===== config.mk =====
export PLATFORM = sky130hd
export DESIGN_NAME = ni_reg_loader
export DESIGN_NICKNAME = d
export VERILOG_FILES = /design/src/rtl/ni_reg_loader.sv
export SDC_FILE = /design/constraint.sdc
export NUM_CORES = 1
export LEC_CHECK = 0
export BUFFER_PORTS_ARGS = -buffer_cell sky130_fd_sc_hd__clkbuf_2
export CAP_MARGIN = 10
export CORE_UTILIZATION = 55
export DETAILED_ROUTE_END_ITERATION = 12
export PLACE_DENSITY = 0.81
export REMOVE_ABC_BUFFERS = 1
export SLEW_MARGIN = 25
export SYNTH_ARGS = -nofsm -noshare
export SYNTH_HDL_FRONTEND = slang
export SYNTH_SLANG_ARGS = --single-unit

===== constraint.sdc =====
create_clock -name clk -period 5.1 [get_ports clk]
set_input_delay 0.765 -clock clk [delete_from_list [all_inputs] [get_ports clk]]
set_output_delay 0.765 -clock clk [all_outputs]
set_load 0.05 [all_outputs]

===== src/rtl/ni_reg_loader.sv =====
// NI register loader: takes router flits, strips headers, buffers payload words and streams them
// into the NI register window. Optional build macro NI_PARITY_EN adds an even-parity check on flit_data.
module ni_reg_loader #(
  parameter int unsigned DEPTH     = 4,
  parameter int unsigned MAX_WORDS = 7
) (
  input  logic        clk,
  input  logic        rst_n,
  input  logic        flit_valid,
  output logic        flit_ready,
  input  logic [31:0] flit_data,
  input  logic [1:0]  flit_type,
`ifdef NI_PARITY_EN
  input  logic        flit_par,
`endif
  output logic        reg_en,
  output logic [31:0] wd_NI,
  output logic        pkt_done,
  output logic        pkt_err,
  output logic        busy
);

  localparam int unsigned AW = (DEPTH < 2) ? 1 : $clog2(DEPTH);
  localparam int unsigned CW = $clog2(MAX_WORDS + 1);

  localparam logic [1:0] T_BODY = 2'b00;
  localparam logic [1:0] T_HEAD = 2'b01;
  localparam logic [1:0] T_TAIL = 2'b10;
  localparam logic [1:0] T_HT   = 2'b11;

  typedef enum logic [1:0] {
    S_IDLE = 2'd0,
    S_RECV = 2'd1,
    S_DROP = 2'd2
  } state_t;

  state_t        r_state;
  state_t        w_state_nx;
  logic          r_live;
  logic [CW-1:0] r_cnt;

  // Each FIFO entry is {last, data}.
  logic [32:0]   r_mem [DEPTH];
  logic [AW:0]   r_wptr;
  logic [AW:0]   r_rptr;
  logic [AW:0]   w_occ;
  logic [AW-1:0] w_newest;
  logic [32:0]   w_rd_ent;
  logic          w_empty;
  logic          w_full;
  logic          w_pop;

  logic          r_reg_en;
  logic [31:0]   r_wd;
  logic          r_pkt_done;
  logic          r_pkt_err;

  logic          w_acc;
  logic          w_par_bad;
  logic          w_push;
  logic          w_push_last;
  logic          w_err;
  logic          w_done_hdr;
  logic          w_cnt_clr;
  logic          w_cnt_inc;
  logic          w_trunc;
  logic          w_trunc_pop;
  logic          w_trunc_mem;
  logic          w_trunc_gone;

  assign w_empty  = (r_wptr == r_rptr);
  assign w_full   = (r_wptr[AW] != r_rptr[AW]) && (r_wptr[AW-1:0] == r_rptr[AW-1:0]);
  assign w_pop    = !w_empty;
  assign w_occ    = r_wptr - r_rptr;
  assign w_newest = r_wptr[AW-1:0] - AW'(1);
  assign w_rd_ent = r_mem[r_rptr[AW-1:0]];

  assign flit_ready = r_live && ((r_state != S_RECV) || !w_full || w_pop);
  assign w_acc      = flit_valid && flit_ready;

`ifdef NI_PARITY_EN
  assign w_par_bad = (flit_par != (^flit_data));
`else
  assign w_par_bad = 1'b0;
`endif

  always_ff @(posedge clk or negedge rst_n) begin
    if (!rst_n) begin
      r_state <= S_IDLE;
      r_live  <= 1'b0;
    end else begin
      r_state <= w_state_nx;
      r_live  <= 1'b1;
    end
  end

  always_comb begin
    w_state_nx  = r_state;
    w_push      = 1'b0;
    w_push_last = 1'b0;
    w_err       = 1'b0;
    w_done_hdr  = 1'b0;
    w_cnt_clr   = 1'b0;
    w_cnt_inc   = 1'b0;
    w_trunc     = 1'b0;
    if (w_acc) begin
      case (r_state)
        S_IDLE: begin
          if (w_par_bad) begin
            w_err = 1'b1;
          end else begin
            case (flit_type)
              T_HEAD: begin
                w_state_nx = S_RECV;
                w_cnt_clr  = 1'b1;
              end
              T_HT:    w_done_hdr = 1'b1;
              default: w_err      = 1'b1;
            endcase
          end
        end
        S_RECV: begin
          if (w_par_bad) begin
            w_err      = 1'b1;
            w_state_nx = flit_type[1] ? S_IDLE : S_DROP;
          end else if ((flit_type == T_HEAD) || (flit_type == T_HT)) begin
            // A header mid-packet cuts the old packet short; its newest word becomes its last.
            w_err     = 1'b1;
            w_trunc   = (r_cnt != '0);
            w_cnt_clr = 1'b1;
            if (flit_type == T_HT) begin
              w_done_hdr = 1'b1;
              w_state_nx = S_IDLE;
            end
          end else if (r_cnt == CW'(MAX_WORDS)) begin
            w_err      = 1'b1;
            w_state_nx = (flit_type == T_TAIL) ? S_IDLE : S_DROP;
          end else begin
            w_push      = 1'b1;
            w_push_last = (flit_type == T_TAIL);
            w_cnt_inc   = 1'b1;
            if (flit_type == T_TAIL) begin
              w_state_nx = S_IDLE;
            end
          end
        end
        S_DROP: begin
          w_err = w_par_bad;
          if ((flit_type == T_TAIL) || (flit_type == T_HT)) begin
            w_state_nx = S_IDLE;
          end
        end
        default: w_state_nx = S_IDLE;
      endcase
    end
  end

  // The newest word may be the one leaving this cycle, still queued behind others, or already written.
  assign w_trunc_pop  = w_trunc && (w_occ == (AW+1)'(1));
  assign w_trunc_mem  = w_trunc && (w_occ > (AW+1)'(1));
  assign w_trunc_gone = w_trunc && w_empty;

  always_ff @(posedge clk) begin
    if (w_push) begin
      r_mem[r_wptr[AW-1:0]] <= {w_push_last, flit_data};
    end
    if (w_trunc_mem) begin
      r_mem[w_newest][32] <= 1'b1;
    end
  end

  always_ff @(posedge clk or negedge rst_n) begin
    if (!rst_n) begin
      r_wptr     <= '0;
      r_rptr     <= '0;
      r_cnt      <= '0;
      r_reg_en   <= 1'b0;
      r_wd       <= '0;
      r_pkt_done <= 1'b0;
      r_pkt_err  <= 1'b0;
    end else begin
      if (w_push) begin
        r_wptr <= r_wptr + (AW+1)'(1);
      end
      if (w_pop) begin
        r_rptr <= r_rptr + (AW+1)'(1);
        r_wd   <= w_rd_ent[31:0];
      end
      if (w_cnt_clr) begin
        r_cnt <= '0;
      end else if (w_cnt_inc) begin
        r_cnt <= r_cnt + CW'(1);
      end
      r_reg_en   <= w_pop;
      r_pkt_done <= (w_pop && (w_rd_ent[32] || w_trunc_pop)) || w_done_hdr || w_trunc_gone;
      r_pkt_err  <= w_err;
    end
  end

  assign reg_en   = r_reg_en;
  assign wd_NI    = r_wd;
  assign pkt_done = r_pkt_done;
  assign pkt_err  = r_pkt_err;
  assign busy     = (r_state != S_IDLE) || !w_empty;

endmodule


==> flow_summary.ini <==
[floorplan]
initial_core_util_pct = 57.4
dieWidth_um = 115
coreArea_sq_um = 12300
placementRows = 40
fp.dieH_um = 115
die_area_sq_um = 13300
boundaryPins = 74

[detailed_routing]
drt.antenna.violating_nets = 0
drc = 0
wl_per_cell_um = 18.9
routed-via-count = 3532
drt_iter0_drc = 192
wl_mm = 11.9
viasPerCell = 5.60
dr.pass1.iters = 4

[yosys]
yosys.area.top_type = edfxtp_1
syn-cell-area_sq_um = 7040
ys_warn_count = 0
syn_area_per_cell_sq_um = 19.2
synth_cell_types = 40
synth-seq-cells = 179
synth_top_area_share_pct = 56.3
ys_seq_area_share_pct = 73.0
yosys-top-cells-area = edfxtp_1, dfrtp_1, mux4_2, mux2_2, nor2b_1
postSynthCellCount = 367

[clock_network]
cts_resized = 0
cts_buffers = 17
clock_path_buffers = 2
numClockSinks = 179
cts_tree = built
clk_pin_slew_ps = 60
cts_setup_buffers = 0
htree_levels = 4
clkLatencyLatePin_ps = 420
postCtsHoldBufs = 0
cts-root-buf = clkbuf_16

[finish]
final_cell_mix = edfxtp_1, clkbuf_2, dfrtp_1
drive_gt1_share_pct = 41.3
area.growth.synth_to_final_pct = 16.4
multi_input_area_sq_um = 1790
fin_nets = 495
ff_latch_area_sq_um = 5140
antenna_cells = 0
mostFrequentLayoutCell = edfxtp_1
n_fill_cell = 808

[sta]
relSlewSlack_pct = 39.3
skew_ps = 11.1
drv_slew = 0
fmaxAchievable_mhz = 284
hold_violations = 0
finalCriticalPeriod_ps = 3520
rsz0062_at_grt = false
hold_slack_ps = 450
finalSetupTns_ps = 0
setup-violations-final = 0
tightestPinTransition_ps = 911
finalCritPeriodShare_pct = 69.0

[grt]
track_usage_pct = 20.2
antenna_found_initial = 0
overflow = 0
grt_pass1_vias = 3538
met1_usage_pct = 28.5
grt_max_degree = 48
grt_use_met2_pct = 30.5
busiest_layer = met2
grtUsageMet3_pct = 4.96
grt_pass1_wl_mm = 19.1

[setup_path]
critPathMaxFanout = 36
timing_worst_setup_path_type = reg2out
arrival_ps = 2750
cp.required_ps = 4340
cp-start-kind = flop
crit_path_end_kind = output port

[power]
sw_frac_of_total_pct = 35.3
seq_power_share_pct = 40.0
p_int_mw = 3.22
switchingPower_mw = 1.76
p_clk_share_pct = 25.4
p_leak_nw = 3.03
max-vdd-ir-drop_v = 0.000359
p_comb_share_pct = 34.6
powerDensity_nw_per_um2 = 608

[placement]
io_buffers = 73
gp_routability_congestion = 0.692
place_hpwl_mm = 6.97

[status]
status = finished, final reports clean

[run]
maxCapViolations = 0

[min_path]
min_path_type = in2async
==> cell families (layout without fill, tap and decap cells) <==
logic type	after synthesis	in the layout	synth area share, %
DFF	179	179	73.0
buffers and inverters	28	124	1.81
and+or+nand+nor	60	60	5.09
muxes	65	65	15.7
adders and majority gates	8	8	1.53
xor gates and xnor gates	6	6	0.747
other	1	1	0.0533
AOI/OAI and AO/OA	20	20	2.04
==> power by group through the flow <==
stage	Combinational, mW	Clock [mW]	Sequential (mW)
2_1_floorplan	0.819	0	2.52
3_3_place_gp	1.70	0	2.01
3_5_place_dp	1.74	0	2.02
4_1_cts	1.75	1.29	1.99
5_1_grt	1.85	1.35	2.02
6_report	1.72	1.26	1.99
==> through the flow <==
stage               util, %  setup WS, ps  instance area (sq um)  power [mW]  std cells
floorplan                 -           947                   6950        3.34        350
global placement       62.1          2030                   7610        3.71        599
detailed placement     62.1          1980                   7610        3.76        599
finish                 66.8          1580                   8190        4.98        631
CTS                    66.8          1530                   8190        5.03        631
global route           66.8          1380                   8190        5.22        631
==> cell usage after synthesis (all sizes together) <==
| master | n |
|---|---|
| edfxtp | 132 |
| dfrtp | 47 |
| mux4 | 33 |
| mux2 | 32 |
| nor2b | 32 |
| nand2 | 12 |
| buf | 11 |
| inv | 11 |
| ha | 7 |
| clkbuf | 6 |
| nor3 | 5 |
| a21oi | 4 |
| a31o | 4 |
| xnor2 | 4 |
| o21ai | 3 |
| nor3b | 2 |
| xor2 | 2 |
| a2111oi | 1 |
| a211o | 1 |
| a21o | 1 |
| a22o | 1 |
| a22oi | 1 |
| a32oi | 1 |
| a41oi | 1 |
| and2 | 1 |
| and3 | 1 |
| and3b | 1 |
| conb | 1 |
| fa | 1 |
| nand4b | 1 |
| nor2 | 1 |
| nor4 | 1 |
| o211ai | 1 |
| o31ai | 1 |
| or2 | 1 |
| or3 | 1 |
| or3b | 1 |
==> worst max-delay path: stages (launching register included) <==
cell	delay, ps
dfrtp_2	970
inv_1	150
ha_1	330
nand2_1	60
or2_2	280
or3_1	310
clkbuf_2	240
==> path summary, 6_finish.rpt <==
kind / slack [ps] / cells after the start / to / start
min in group clk: 500 / 1 / r_wptr[2]$_DFFE_PN0P_ / r_wptr[2]$_DFFE_PN0P_
max in group asynchronous: 4200 / 2 / r_rptr[0]$_DFFE_PN0P_ / rst_n
setup / recovery: 1580 / 6 / busy / r_rptr[1]$_DFFE_PN0P_
hold reg to reg: 500 / 1 / r_wptr[2]$_DFFE_PN0P_ / r_wptr[2]$_DFFE_PN0P_
setup reg to reg: 2250 / 5 / r_mem[1][32]$_DFFE_PP_ / r_rptr[1]$_DFFE_PN0P_
hold / removal: 450 / 2 / pkt_err$_DFF_PN0_ / rst_n
==> sequential cells by signal, indices dropped and copies added, names as in the netlist <==
register  flops
pkt_done      1
pkt_err       1
r_cnt         3
r_live        1
r_mem       132
r_rptr        3
r_state       2
r_wptr        3
reg_en        1
wd_NI        32
==> cell type report <==
cell class,instances,share of cell area [%]
Timing Repair Buffer,81,5.19
Clock inverter,15,1.95
Clock buffer,17,5.19
Inverter,11,0.504
Sequential cell,179,62.8
Tap cell,168,2.57
Multi-Input combinational cell,160,21.8
==> per-layer routing <==
metal,share of wire (%),up-vias
li1,-,1585
met1,43,1788
met2,49,149
met3,6.8,10
met4,1.2,0
met5,0,-
Power figures use the tool's default switching activity.
